[src/rtl/imem_loader.sv]
// Boot-time instruction-memory loader.
// Receives a framed byte stream (LEN_HI, LEN_LO, LEN words high byte first, CHK)
// over valid/ready. Each assembled 16-bit word is written to the next sequential
// address. The core is held in reset until the frame's XOR checksum has been verified.
module imem_loader #(
   parameter int ADDR_WIDTH   = 11,
   parameter int MEMORY_DEPTH = 2048
) (
   input  logic                  clk,
   input  logic                  rst,
   input  logic                  start,
   input  logic                  in_valid,
   input  logic [7:0]            in_data,
   output logic                  in_ready,
   output logic                  mem_we,
   output logic [ADDR_WIDTH-1:0] mem_addr,
   output logic [15:0]           mem_wdata,
   output logic                  cpu_hold,
   output logic                  done,
   output logic                  error,
   output logic [11:0]           words_loaded
);

   typedef enum logic [2:0] {
      IDLE,
      LEN_HI,
      LEN_LO,
      DATA_HI,
      DATA_LO,
      CHECK,
      DONE,
      ERROR
   } state_t;

   state_t      state;
   state_t      next_state;
   logic        accept;
   logic        clear_frame;
   logic [15:0] len;
   logic [15:0] len_full;
   logic [15:0] words_next;
   logic [7:0]  checksum;
   logic [7:0]  hi_byte;

   assign accept     = in_valid && in_ready;
   // Length as it will be once the low byte currently on the bus is latched.
   assign len_full   = {len[15:8], in_data};
   assign words_next = {4'd0, words_loaded} + 16'd1;

   // State-decoded outputs: the stream port and the core/status flags.
   always_comb begin
      in_ready = (state inside {LEN_HI, LEN_LO, DATA_HI, DATA_LO, CHECK});
      done     = (state == DONE);
      error    = (state == ERROR);
      cpu_hold = !(state inside {IDLE, DONE});
   end

   // State register.
   always_ff @(posedge clk) begin
      // NOTE: every register in a clocked block is assigned with <=, so each
      // block reads the values from before the edge, whatever order the blocks run in.
      if (!rst) state <= IDLE;
      else      state <= next_state;
   end

   // Next-state logic, and the strobe that starts a new frame.
   always_comb begin
      // NOTE: both outputs get a default before the case statement. Without
      // one, a path that leaves a variable unassigned would infer a latch.
      next_state  = state;
      clear_frame = 1'b0;
      unique case (state)
         IDLE, DONE, ERROR: begin
            if (start) begin
               next_state  = LEN_HI;
               clear_frame = 1'b1;
            end
         end
         LEN_HI: begin
            if (accept) next_state = LEN_LO;
         end
         LEN_LO: begin
            if (accept) begin
               if (len_full == 16'd0)                    next_state = CHECK;
               else if (len_full > 16'(MEMORY_DEPTH))    next_state = ERROR;
               else                                      next_state = DATA_HI;
            end
         end
         DATA_HI: begin
            if (accept) next_state = DATA_LO;
         end
         DATA_LO: begin
            if (accept) begin
               if (words_next == len) next_state = CHECK;
               else                   next_state = DATA_HI;
            end
         end
         CHECK: begin
            if (accept) next_state = (in_data == checksum) ? DONE : ERROR;
         end
         default: next_state = IDLE;
      endcase
   end

   // Datapath: length and high-byte capture, checksum, word counter and the registered write port.
   always_ff @(posedge clk) begin
      if (!rst) begin
         len          <= '0;
         checksum     <= '0;
         hi_byte      <= '0;
         words_loaded <= '0;
         mem_we       <= 1'b0;
         mem_addr     <= '0;
         mem_wdata    <= '0;
      end else begin
         mem_we <= 1'b0;
         if (clear_frame) begin
            len          <= '0;
            checksum     <= '0;
            words_loaded <= '0;
         end
         // The CHK byte is compared, never accumulated.
         if (accept && state != CHECK) checksum <= checksum ^ in_data;
         if (accept) begin
            unique case (state)
               LEN_HI:  len[15:8] <= in_data;
               LEN_LO:  len[7:0]  <= in_data;
               DATA_HI: hi_byte   <= in_data;
               DATA_LO: begin
                  mem_we       <= 1'b1;
                  mem_addr     <= words_loaded[ADDR_WIDTH-1:0];
                  mem_wdata    <= {hi_byte, in_data};
                  words_loaded <= words_loaded + 12'd1;
               end
               default: ;
            endcase
         end
      end
   end

endmodule

[config.mk]
export PLATFORM = sky130hd
export DESIGN_NAME = imem_loader
export DESIGN_NICKNAME = d
export VERILOG_FILES = /design/src/rtl/imem_loader.sv
export SDC_FILE = /design/constraint.sdc
export NUM_CORES = 1
export LEC_CHECK = 0
export BUFFER_PORTS_ARGS = -buffer_cell sky130_fd_sc_hd__buf_2
export CAP_MARGIN = 25
export CELL_PAD_IN_SITES_DETAIL_PLACEMENT = 0
export CELL_PAD_IN_SITES_GLOBAL_PLACEMENT = 1
export CORE_AREA = 5 5 114 116
export CTS_BUF_LIST = sky130_fd_sc_hd__clkbuf_4 sky130_fd_sc_hd__clkbuf_8
export DETAILED_ROUTE_END_ITERATION = 16
export DIE_AREA = 0 0 119 121
export PLACE_DENSITY_LB_ADDON = 0.1
export SYNTH_ARGS = -nofsm -noshare
export SYNTH_HDL_FRONTEND = slang
export SYNTH_SLANG_ARGS = --single-unit
[constraint.sdc]
create_clock -name clk -period 3.6 [get_ports clk]
set_input_delay 0.54 -clock clk [delete_from_list [all_inputs] [get_ports clk]]
set_output_delay 0.54 -clock clk [all_outputs]
set_load 0.005 [all_outputs]
Word level (Yosys, flattened, before mapping). Cells that the tools add are included.

$add $sub $neg: 2. Order comparisons: 1. Equality and inequality tests: 16. Muxes and demuxes: 23. Bitwise logic cells: 1. Reductions and logical operators: 13.

Operators with widths (number): 12-bit two-way mux (3); 16-bit two-way mux (2); 8-bit two-way mux (4); 3-bit two-way mux (9); 3-bit one-hot mux with 6 select lines (1); 13-bit by 16-bit == test with 1-bit output (1); 16-bit by 12-bit greater-than comparator with 1-bit output, second input constant (1); 16-bit logical NOT (1); 12-bit by 1-bit adder with 13-bit output, second input constant (1); 12-bit by 1-bit adder with 12-bit output, second input constant (1); 3-bit == test, second input constant (4); 2-bit inequality test, second input constant (6); 8-bit == test (1); 8-bit XOR (1); 3-bit by 2-bit == test with 1-bit output, second input constant (2); 2-bit AND reduction (3); 6-bit AND reduction (1); 5-bit nonzero test (1); 1-bit two-way mux (4); 2-bit nonzero test (2); 3-bit by 1-bit == test with 1-bit output, second input constant (1); 3-bit logical NOT (1); 3-bit inequality test, second input constant (1); 3-bit OR reduction (1); other kinds (2) (3).

Register bits: 75. Output and inout bits: 44. Logic and storage cells: 64.

Logic depth before layout (Yosys ltp). Gate-level depths: netlist (run 1).

Depth after elaboration: 6. Depth in mapped cells: 9. Gate-level depth less buffers: 7.

Worst setup path before layout (run 1). OpenSTA, ideal clock, no wires.

Path kind: register to register. Start point: register words_loaded[1]. End point: register state[2]. Arrival time: 2.271 ns. Required time: 3.509 ns. Setup slack: 1.238 ns. Stages on the path, launching flop included: 8. Path buffers: 0. Cells stage by stage: dfxtp_1 > ha_1 > nand3_2 > or3_1 > a2111oi_2 > nand3_1 > or4_1 > a311oi_1.

Cells in the longest elaborated chain, start to end: 5.

Ends and longest elaborated chain: from (decl) (line 21) `output logic [11:0] words_loaded`; from (signal assigned) (line 133) `words_loaded <= words_loaded + 12'd1;`; 12-bit by 1-bit adder with 13-bit output (line 48) `assign words_next = {4'd0, words_loaded} + 16'd1;`; 13-bit by 16-bit == test with 1-bit output (line 94) `if (words_next == len) next_state = CHECK;`; 3-bit two-way mux (line 94); 3-bit two-way mux (line 93) `if (accept) begin`; 3-bit one-hot mux with 6 select lines (line 72) `unique case (state)`; to (signal assigned) (line 63) `else state <= next_state;`; to (decl) (line 35) `state_t state;`.

No other way between the ends. The select of a mux whose other input is x is not followed. A chain may end at the register's enable or synchronous reset.

Worst setup path after layout (run 1).
Start point: register words_loaded[0]. End point: register state[2].

Same word-level chain as after synthesis.

==> results_dict.tcl, run 1 <==
set metrics [dict create \
    finalCritPeriodShare_pct 73.3 \
    yosysTopAreaCell "dfxtp_1" \
    numCtsBuffers 9 \
    reg2reg_slack_ns 0.96 \
    period_needed_ns 2.64 \
    finalHoldViolations 0 \
    dp_hpwl_mm 7.41 \
    insertedDiodeCount 0 \
    grt_max_degree 64 \
    die_h_microns 121 \
    hold_end "mem_addr[4]" \
    fmax_mhz 379 \
    start_util_pct 29.6 \
    power.density_nw_per_um2 401 \
    hold_depth 2 \
    antenna_found_initial 0 \
    arrival_ns 2.90 \
    max_cap_viol_count 0 \
    core_sq_um 11800 \
    drive_gt1_share_pct 16.0 \
    synthAdderAreaFrac_pct 0.358 \
    reg2reg_depth 7 \
    viasPerCell 4.99 \
    num_vias 3254 \
    multiInputGateArea_sq_um 1840 \
    ys_seq_area_share_pct 43.0 \
    overflow 0 \
    drt-wirelength-per-cell_microns 16.2 \
    crit_type "register to register" \
    hold_path.startpoint "mem_addr[4]" \
    synth-xor-area-share_pct 6.02 \
    vdd_ir_drop_max_v 0.000249 \
    postSynth.asyncResetShare_pct 0 \
    syn-mean-instance-area_sq_um 7.54 \
    die_area_sq_um 14400 \
    synth.area.mux_share_pct 0 \
    slew_violations 0 \
    synth_cells 463 \
    status "finished clean" \
    synth_top_area_share_pct 43.0 \
    min_path_type "register to register" \
    grt_pass1_wl_mm 17.5 \
    synth_simple_gate_area_share_pct 27.7 \
    totalWireLength_mm 10.6 \
    final_common_cell "nand2_1" \
    clock-sinks 75 \
    yosys_warnings 0 \
    reg2reg_from "words_loaded[0]" \
    critical_path.max_stage_delay_ns 0.48 \
    num-nets-final 514 \
    path_cells "ha_1 > nand3_2 > or3_1 > a2111oi_2 > nand3_1 > or4_1 > a311oi_1" \
    clk_latency_ns 0.35 \
    drt_iter0_drc 108 \
    rr_endpoint "state[2]" \
    tightest_slew_ns 0.698 \
    ys_ff_latch 75 \
    synthTopCellsByArea "dfxtp_1 (43%), nand2_1 (12%), a21oi_1 (8.7%)" \
    yosys_most_used_dff "dfxtp_1" \
    numPortBuffers 55 \
    antenna_left 0 \
    synth_nets 476 \
    cts_buffer_depth 2 \
    htreeDepth 3 \
    setup_tns_ns 0 \
    synth_cell_types 44 \
    synth_edf_count 0 \
    drc_errors 0 \
    regArea_sq_um 1500 \
    rows 40 \
    end_kind "register" \
    synth_compound_area_share_pct 18.6 \
    p_leak_nw 1.51 \
    grt_pass1_vias 3213 \
    synth_top_family_by_area "simple AND/OR/NAND/NOR gates" \
    critPathMaxFanout 9 \
    first_pass_iters 4 \
    cts_tree "built" \
    postCtsHoldBufs 0 \
    clk_pin_slew_ns 0.07 \
    die_w_microns 119 \
    rsz0062_at_grt "false" \
    startpoint_type "register" \
    relSlewSlack_pct 53.5 \
    pin_count 56 \
    fillers 1306 \
    gp_congestion 0.772 \
    whs_ns 0.455 \
    crit_slowest_cell "dfxtp_1" \
    post_cts_buffers 0 \
    clockRootBuffer "clkbuf_8" \
    required_ns 3.86 \
    cts_resized 0 \
    synth_area_sq_um 3490 \
    grtUsageTotal_pct 15.4 \
    setup_violations 0 \
    area_delta_synth_final_pct 15.7 \
    finalClockSkew_ns 0.00669 \
    final_cell_mix "nand2_1 (107), dfxtp_1 (75), a21oi_1 (61)" \
]
-- registers in the layout, indices dropped and copies added, names as in the netlist --
name          cells
words_loaded     12
checksum          8
state             3
hi_byte           8
mem_addr         11
mem_we            1
len              16
mem_wdata        16
-- cell type report --
type | instances | area share, %
timing repair buffer | 59 | 7.56
inverter | 6 | 0.558
sequential | 75 | 37.2
multi-input combinational | 350 | 45.5
clock inverter | 1 | 0.186
clock buffer | 14 | 4.46
tap | 147 | 4.56
-- critical path: cells and delay by family, from the launching register on --
family,cells,cell delay (ns)
AOI/OAI and AO/OA,2,0.64
adders and majority gates,1,0.31
DFF,1,0.48
and+or+nand+nor,4,1.13
-- metrics by stage --
stage | util, % | worst slack, ns | instance area [sq um] | cells | total power [mW]
floorplan | - | 1.24 | 3490 | 463 | 0.960
global placement | 32.6 | 1.06 | 3850 | 637 | 1.01
detailed placement | 32.6 | 0.985 | 3850 | 637 | 1.01
CTS | 34.2 | 0.943 | 4040 | 652 | 1.65
global route | 34.2 | 0.813 | 4040 | 652 | 1.71
finish | 34.2 | 0.960 | 4040 | 652 | 1.62
-- synthesized netlist by cell type (all sizes together) (3+ instances only) --
master / number
nand2: 107
dfxtp: 75
a21oi: 61
o21ai: 29
clkbuf: 28
nand3: 28
nor2: 24
xnor2: 14
and3: 9
nor2b: 9
nand2b: 8
nor3: 8
nor4: 7
xor2: 7
a22oi: 6
inv: 6
o31ai: 5
buf: 4
nand4: 3
-- worst max-delay path by stage --
stage	start	depth (start not counted)	endpoint
after floorplan	words_loaded[1]	7	state[2]
after global routing	words_loaded[0]	7	state[2]
after global placement	words_loaded[0]	7	state[2]
after detailed placement	words_loaded[0]	7	state[2]
after CTS	words_loaded[0]	7	state[2]
final	words_loaded[0]	7	state[2]
-- power by group --
| part | total, mW | leakage [nW] | switching, mW | internal (mW) |
|---|---|---|---|---|
| sequential | 0.854 | 0.605 | 0.0147 | 0.839 |
| clock | 0.630 | 0.0956 | 0.311 | 0.320 |
| combinational | 0.136 | 0.811 | 0.0911 | 0.0452 |
-- cell families after synthesis --
family / after synthesis
AOI/OAI and AO/OA: 115
xor gates and xnor gates: 22
adders and majority gates: 1
buffers and inverters: 38
DFF: 75
and+or+nand+nor: 212
-- routing by layer --
layer	global-route usage (%)	vias to the layer above	share of wire [%]	wire, microns
li1	-	1661	-	-
met1	19.8	1528	48	5030
met2	26.0	60	48	5070
met3	3.59	5	3.8	405
met4	4.13	0	0.73	77
met5	0	-	0	0
(Power assumes the default switching activity.)
==> run 2, diff against run 1 <==
==> constraint.sdc (replaced) <==
create_clock -name clk -period 2.5 [get_ports clk]
set_input_delay 0.375 -clock clk [delete_from_list [all_inputs] [get_ports clk]]
set_output_delay 0.375 -clock clk [all_outputs]
set_load 0.005 [all_outputs]
==> run 2 against run 1 <==
  * First-iteration DRC count increased by 94%
  * Global-route usage up 0.14 points
  * Power up 47%
  * Cell area grew 4.8%
  * Sequential power grew 43%
  * Sequential share of layout area decreased by 1.7 points
  * Clock power up 48%
  * Combinational power is 66% higher
  * Cell count increased by 3.2%
  * Core utilization rose by 1.6 points
  * Setup slack got worse by 0.79 ns
  * Highest routed layer unchanged
==> results_dict.tcl, run 2 (same netlist as run 1, synthesis figures left out) <==
set metrics [dict create \
    status "finished clean" \
    core_sq_um 11800 \
    hold_end "len[12]" \
    route.met2.wl_mm 5.32 \
    critical_path.max_stage_delay_ns 0.49 \
    end_kind "register" \
    p_leak_nw 1.63 \
    area_delta_synth_final_pct 21.2 \
    reg2reg_depth 6 \
    power.density_nw_per_um2 562 \
    crit_type "register to register" \
    numPortBuffers 55 \
    tightest_slew_ns 0.623 \
    highest_layer "met4" \
    slew_violations 0 \
    placed_cell_area_sq_um 4010 \
    die_w_microns 119 \
    dp_hpwl_mm 7.79 \
    final_cell_mix "nand2_1 (107), dfxtp_1 (75), a21oi_1 (61)" \
    postCtsHoldBufs 0 \
    drive_gt1_share_pct 19.8 \
    clockRootBuffer "clkbuf_8" \
    overflow 0 \
    crit_start "words_loaded[2]" \
    p_total_mw 2.38 \
    setup_violations 0 \
    grt_pass1_wl_mm 17.6 \
    crit_top_cell "nand3_1" \
    antenna_found_initial 0 \
    stdcell_area_sq_um 4230 \
    setup_tns_ns 0 \
    final_common_cell "nand2_1" \
    fillers 1331 \
    pin_count 56 \
    viasPerCell 5.06 \
    totalWireLength_mm 10.9 \
    die_area_sq_um 14400 \
    start_util_pct 29.6 \
    antenna_left 0 \
    grt_max_degree 53 \
    reg2reg_from "words_loaded[2]" \
    die_h_microns 121 \
    startpoint_type "register" \
    finalClockSkew_ns 0.00983 \
    grt_pass1_vias 3279 \
    post_cts_buffers 0 \
    finalCritPeriodShare_pct 93.1 \
    cts_resized 0 \
    clk_pin_slew_ns 0.08 \
    first_pass_iters 4 \
    drt_iter0_drc 210 \
    clk_latency_ns 0.36 \
    crit_slowest_cell "dfxtp_1" \
    cp.buffers_inverters 0 \
    cts_tree "built" \
    arrival_ns 2.60 \
    required_ns 2.77 \
    dp_cells 657 \
    cp.depth 6 \
    clock-sinks 75 \
    insertedDiodeCount 0 \
    rsz0062_at_grt "false" \
    whs_ns 0.304 \
    max_cap_viol_count 0 \
    drt-wirelength-per-cell_microns 16.2 \
    num_vias 3408 \
    wl_met3_microns 523 \
    vdd_ir_drop_max_v 0.000400 \
    fmax_mhz 429 \
    rows 40 \
    hold_depth 3 \
    reg2reg_slack_ns 0.17 \
    min_path_type "input port to register" \
    relSlewSlack_pct 58.3 \
    numCtsBuffers 9 \
    rr_endpoint "state[2]" \
    hold_path.startpoint "in_data[4]" \
    wirelength_met1_mm 4.95 \
    final_cells 673 \
    reg_top3 "len: 16 flops, mem_wdata: 16 flops, words_loaded: 12 flops" \
    cts_buffer_depth 2 \
    critPathMaxFanout 9 \
    grtUsageTotal_pct 15.6 \
    drc_errors 0 \
    gp_congestion 0.848 \
    path_delay_family "simple AND/OR/NAND/NOR gates" \
    num-nets-final 534 \
    htreeDepth 3 \
    finalHoldViolations 0 \
    path_cells "nand3_1 > or2_2 > o31ai_1 > nand3_1 > or4_1 > a311oi_1" \
    period_needed_ns 2.33 \
]
run 2: cell types whose count changed in the layout (fill, tap and decap cells not counted), sizes merged:
| cell | before | now |
|---|---|---|
| buf | 59 | 79 |
| clkinv | 0 | 2 |
| clkbuf | 14 | 13 |
run 2: worst min-delay path: cells and delay by family:
kind | cells | cell delay, ns
buffers and inverters | 1 | 0.14
AOI/OAI and AO/OA | 1 | 0.05
and+or+nand+nor | 1 | 0.06
run 2: area by class of cell:
cell class	count	area (sq um)	share of cell area (%)
Tap cell	147	184	4.35
Inverter	6	22.5	0.532
Timing Repair Buffer	79	468	11.1
Clock inverter	3	21.3	0.503
Multi-Input combinational cell	350	1860	44.0
Sequential cell	75	1500	35.5
Clock buffer	13	173	4.08
run 2: stage by stage:
stage / utilization [%] / setup slack (ns)
2_1_floorplan: - / 0.138
6_report: 35.8 / 0.171
5_1_grt: 35.8 / 0.0179
3_3_place_gp: 34.0 / 0.198
3_5_place_dp: 34.0 / 0.148
4_1_cts: 35.6 / 0.118
run 2: power by group:
group | internal (mW) | total [mW] | switching (mW)
clock network | 0.454 | 0.932 | 0.478
logic | 0.0805 | 0.226 | 0.146
registers | 1.21 | 1.22 | 0.0127
total | 1.74 | 2.38 | 0.637
run 2: routing by layer:
layer	global-route usage [%]	vias up
li1	-	1702
met1	19.8	1629
met2	25.5	69
met3	4.66	8
met4	4.34	0
met5	0	-
run 2: worst max path at each step:
| stage | end |
|---|---|
| floorplan | state[2] |
| global placement | state[2] |
| detailed placement | state[2] |
| CTS | state[2] |
| global route | state[2] |
| finish | state[2] |
==> run 3, diff against run 2 <==
--- a/config.mk
+++ b/config.mk
@@ -5,7 +5,6 @@
 export SDC_FILE = /design/constraint.sdc
 export NUM_CORES = 1
 export LEC_CHECK = 0
-export BUFFER_PORTS_ARGS = -buffer_cell sky130_fd_sc_hd__buf_2
 export CAP_MARGIN = 25
 export CELL_PAD_IN_SITES_DETAIL_PLACEMENT = 0
 export CELL_PAD_IN_SITES_GLOBAL_PLACEMENT = 1
@@ -13,7 +12,9 @@
 export CTS_BUF_LIST = sky130_fd_sc_hd__clkbuf_4 sky130_fd_sc_hd__clkbuf_8
 export DETAILED_ROUTE_END_ITERATION = 16
 export DIE_AREA = 0 0 119 121
+export DONT_BUFFER_PORTS = 1
 export PLACE_DENSITY_LB_ADDON = 0.1
+export SETUP_SLACK_MARGIN = 0.4
 export SYNTH_ARGS = -nofsm -noshare
 export SYNTH_HDL_FRONTEND = slang
 export SYNTH_SLANG_ARGS = --single-unit
==> run 3 against run 2 <==
  * Via count down 8.1%
  * Die area unchanged
  * Non-clock buffer count down 56
  * Cell count down 8.5%
  * Largest cell class unchanged
  * Setup slack gained 0.074 ns
  * Sequential share of layout area grew 1.7 points
==> results_dict.tcl, run 3 (same netlist as run 1, synthesis figures left out) <==
set metrics [dict create \
    core_sq_um 11800 \
    drc_errors 0 \
    status "finished clean" \
    htreeDepth 3 \
    vdd_ir_drop_max_v 0.000301 \
    p_clk_share_pct 43.9 \
    swShare_pct 23.2 \
    critPathMaxFanout 7 \
    final_core_util_pct 34.3 \
    rows 40 \
    p_switching_mw 0.582 \
    cts_buffer_depth 2 \
    reg_top3 "len: 16 flops, mem_wdata: 16 flops, words_loaded: 12 flops" \
    numPortBuffers 0 \
    dp_cells 595 \
    final_common_cell "nand2_1" \
    antenna_found_initial 0 \
    fillers 1316 \
    grt_max_degree 64 \
    finalCritPeriodShare_pct 90.2 \
    crit_type "register to register" \
    period_needed_ns 2.25 \
    die_w_microns 119 \
    power_frac_seq_pct 48.7 \
    setup_ws_ns 0.245 \
    insertedDiodeCount 0 \
    p_total_mw 2.51 \
    p_comb_share_pct 7.4 \
    end_kind "register" \
    slew_violations 0 \
    p_leak_nw 1.36 \
    area_delta_synth_final_pct 16.2 \
    fmax_mhz 443 \
    setup_violations 0 \
    p_int_mw 1.92 \
    first_pass_iters 4 \
    grtUsageTotal_pct 15.2 \
    power.density_nw_per_um2 618 \
    clock-sinks 75 \
    num_vias 3131 \
    gp_congestion 0.755 \
    stdcell_area_sq_um 4060 \
    cts_tree "built" \
    pre_cts_ws_ns 0.165 \
    numCtsBuffers 9 \
    drt_iter0_drc 188 \
    final_cell_mix "nand2_1 (106), dfxtp_1 (71), a21oi_1 (61)" \
    clockRootBuffer "clkbuf_8" \
    setup_tns_ns 0 \
    die_area_sq_um 14400 \
    num-nets-final 478 \
    drive_gt1_share_pct 12.4 \
    arrival_ns 2.51 \
    final_cells 616 \
    totalWireLength_mm 10.7 \
    grt_pass1_wl_mm 17.3 \
    clk_latency_ns 0.35 \
    placed_cell_area_sq_um 3690 \
    min_path_type "input port to register" \
    grt_pass1_vias 3117 \
    pin_count 56 \
    dp_hpwl_mm 7.49 \
    drt-wirelength-per-cell_microns 17.3 \
    relSlewSlack_pct 51.2 \
    viasPerCell 5.08 \
    overflow 0 \
    antenna_left 0 \
    start_util_pct 29.6 \
    startpoint_type "register" \
    required_ns 2.76 \
    die_h_microns 121 \
    rsz0062_at_grt "true" \
    reg2reg_slack_ns 0.25 \
    clk_pin_slew_ns 0.08 \
    tightest_slew_ns 0.732 \
    max_cap_viol_count 0 \
    whs_ns 0.151 \
    finalHoldViolations 0 \
    finalClockSkew_ns 0.00859 \
]
-- run 3: cell types whose count changed in the layout (fill, tap and decap cells not counted), sizes merged --
cell      delta
clkinvlp     -1
bufinv       +3
buf         -56
clkinv       +1
clkbuf       -4
-- run 3: power by group through the flow --
stage,sequential (mW),combinational (mW),clock [mW]
floorplan,1.25,0.135,0
global placement,1.25,0.181,0
detailed placement,1.25,0.182,0
CTS,1.22,0.183,1.14
global route,1.22,0.209,1.20
finish,1.22,0.186,1.10
-- run 3: path summary, 6_finish.rpt --
kind	startpoint	to	depth (start not counted)
setup / recovery	words_loaded[1]	state[2]	7
hold reg to reg	hi_byte[7]	mem_wdata[15]	2
setup reg to reg	words_loaded[1]	state[2]	7
hold / removal	in_data[4]	mem_wdata[4]	2
-- run 3: final cells by class --
| type | instances | area [sq um] | share of cell area (%) |
|---|---|---|---|
| timing repair buffer | 23 | 196 | 4.84 |
| sequential | 75 | 1510 | 37.2 |
| tap | 147 | 184 | 4.53 |
| clock buffer | 9 | 124 | 3.05 |
| inverter | 6 | 22.5 | 0.555 |
| multi-input combinational | 350 | 1920 | 47.2 |
| clock inverter | 6 | 105 | 2.59 |
-- run 3: timing repair --
action,in CTS,in global routing
pin swaps,1,3
setup buffers,1,5
endpoints found under the setup margin,1,4
resized for setup,2,16
hold buffers,0,0
-- run 3: metal layers --
metal  track usage [%]  up-vias  share of wire (%)
li1                  -     1589                  -
met1              18.1     1479                 45
met2              26.4       57                 49
met3              5.45        6                5.2
met4              2.97        0               0.84
met5                 0        -                  0
-- run 3: worst max-delay path, cell delays in order, from the launching register on --
cell	delay, ns
dfxtp_4	0.41
ha_4	0.19
nand3_4	0.09
or3_4	0.39
a2111oi_4	0.32
nand3_2	0.14
or4_4	0.44
a311oi_2	0.19
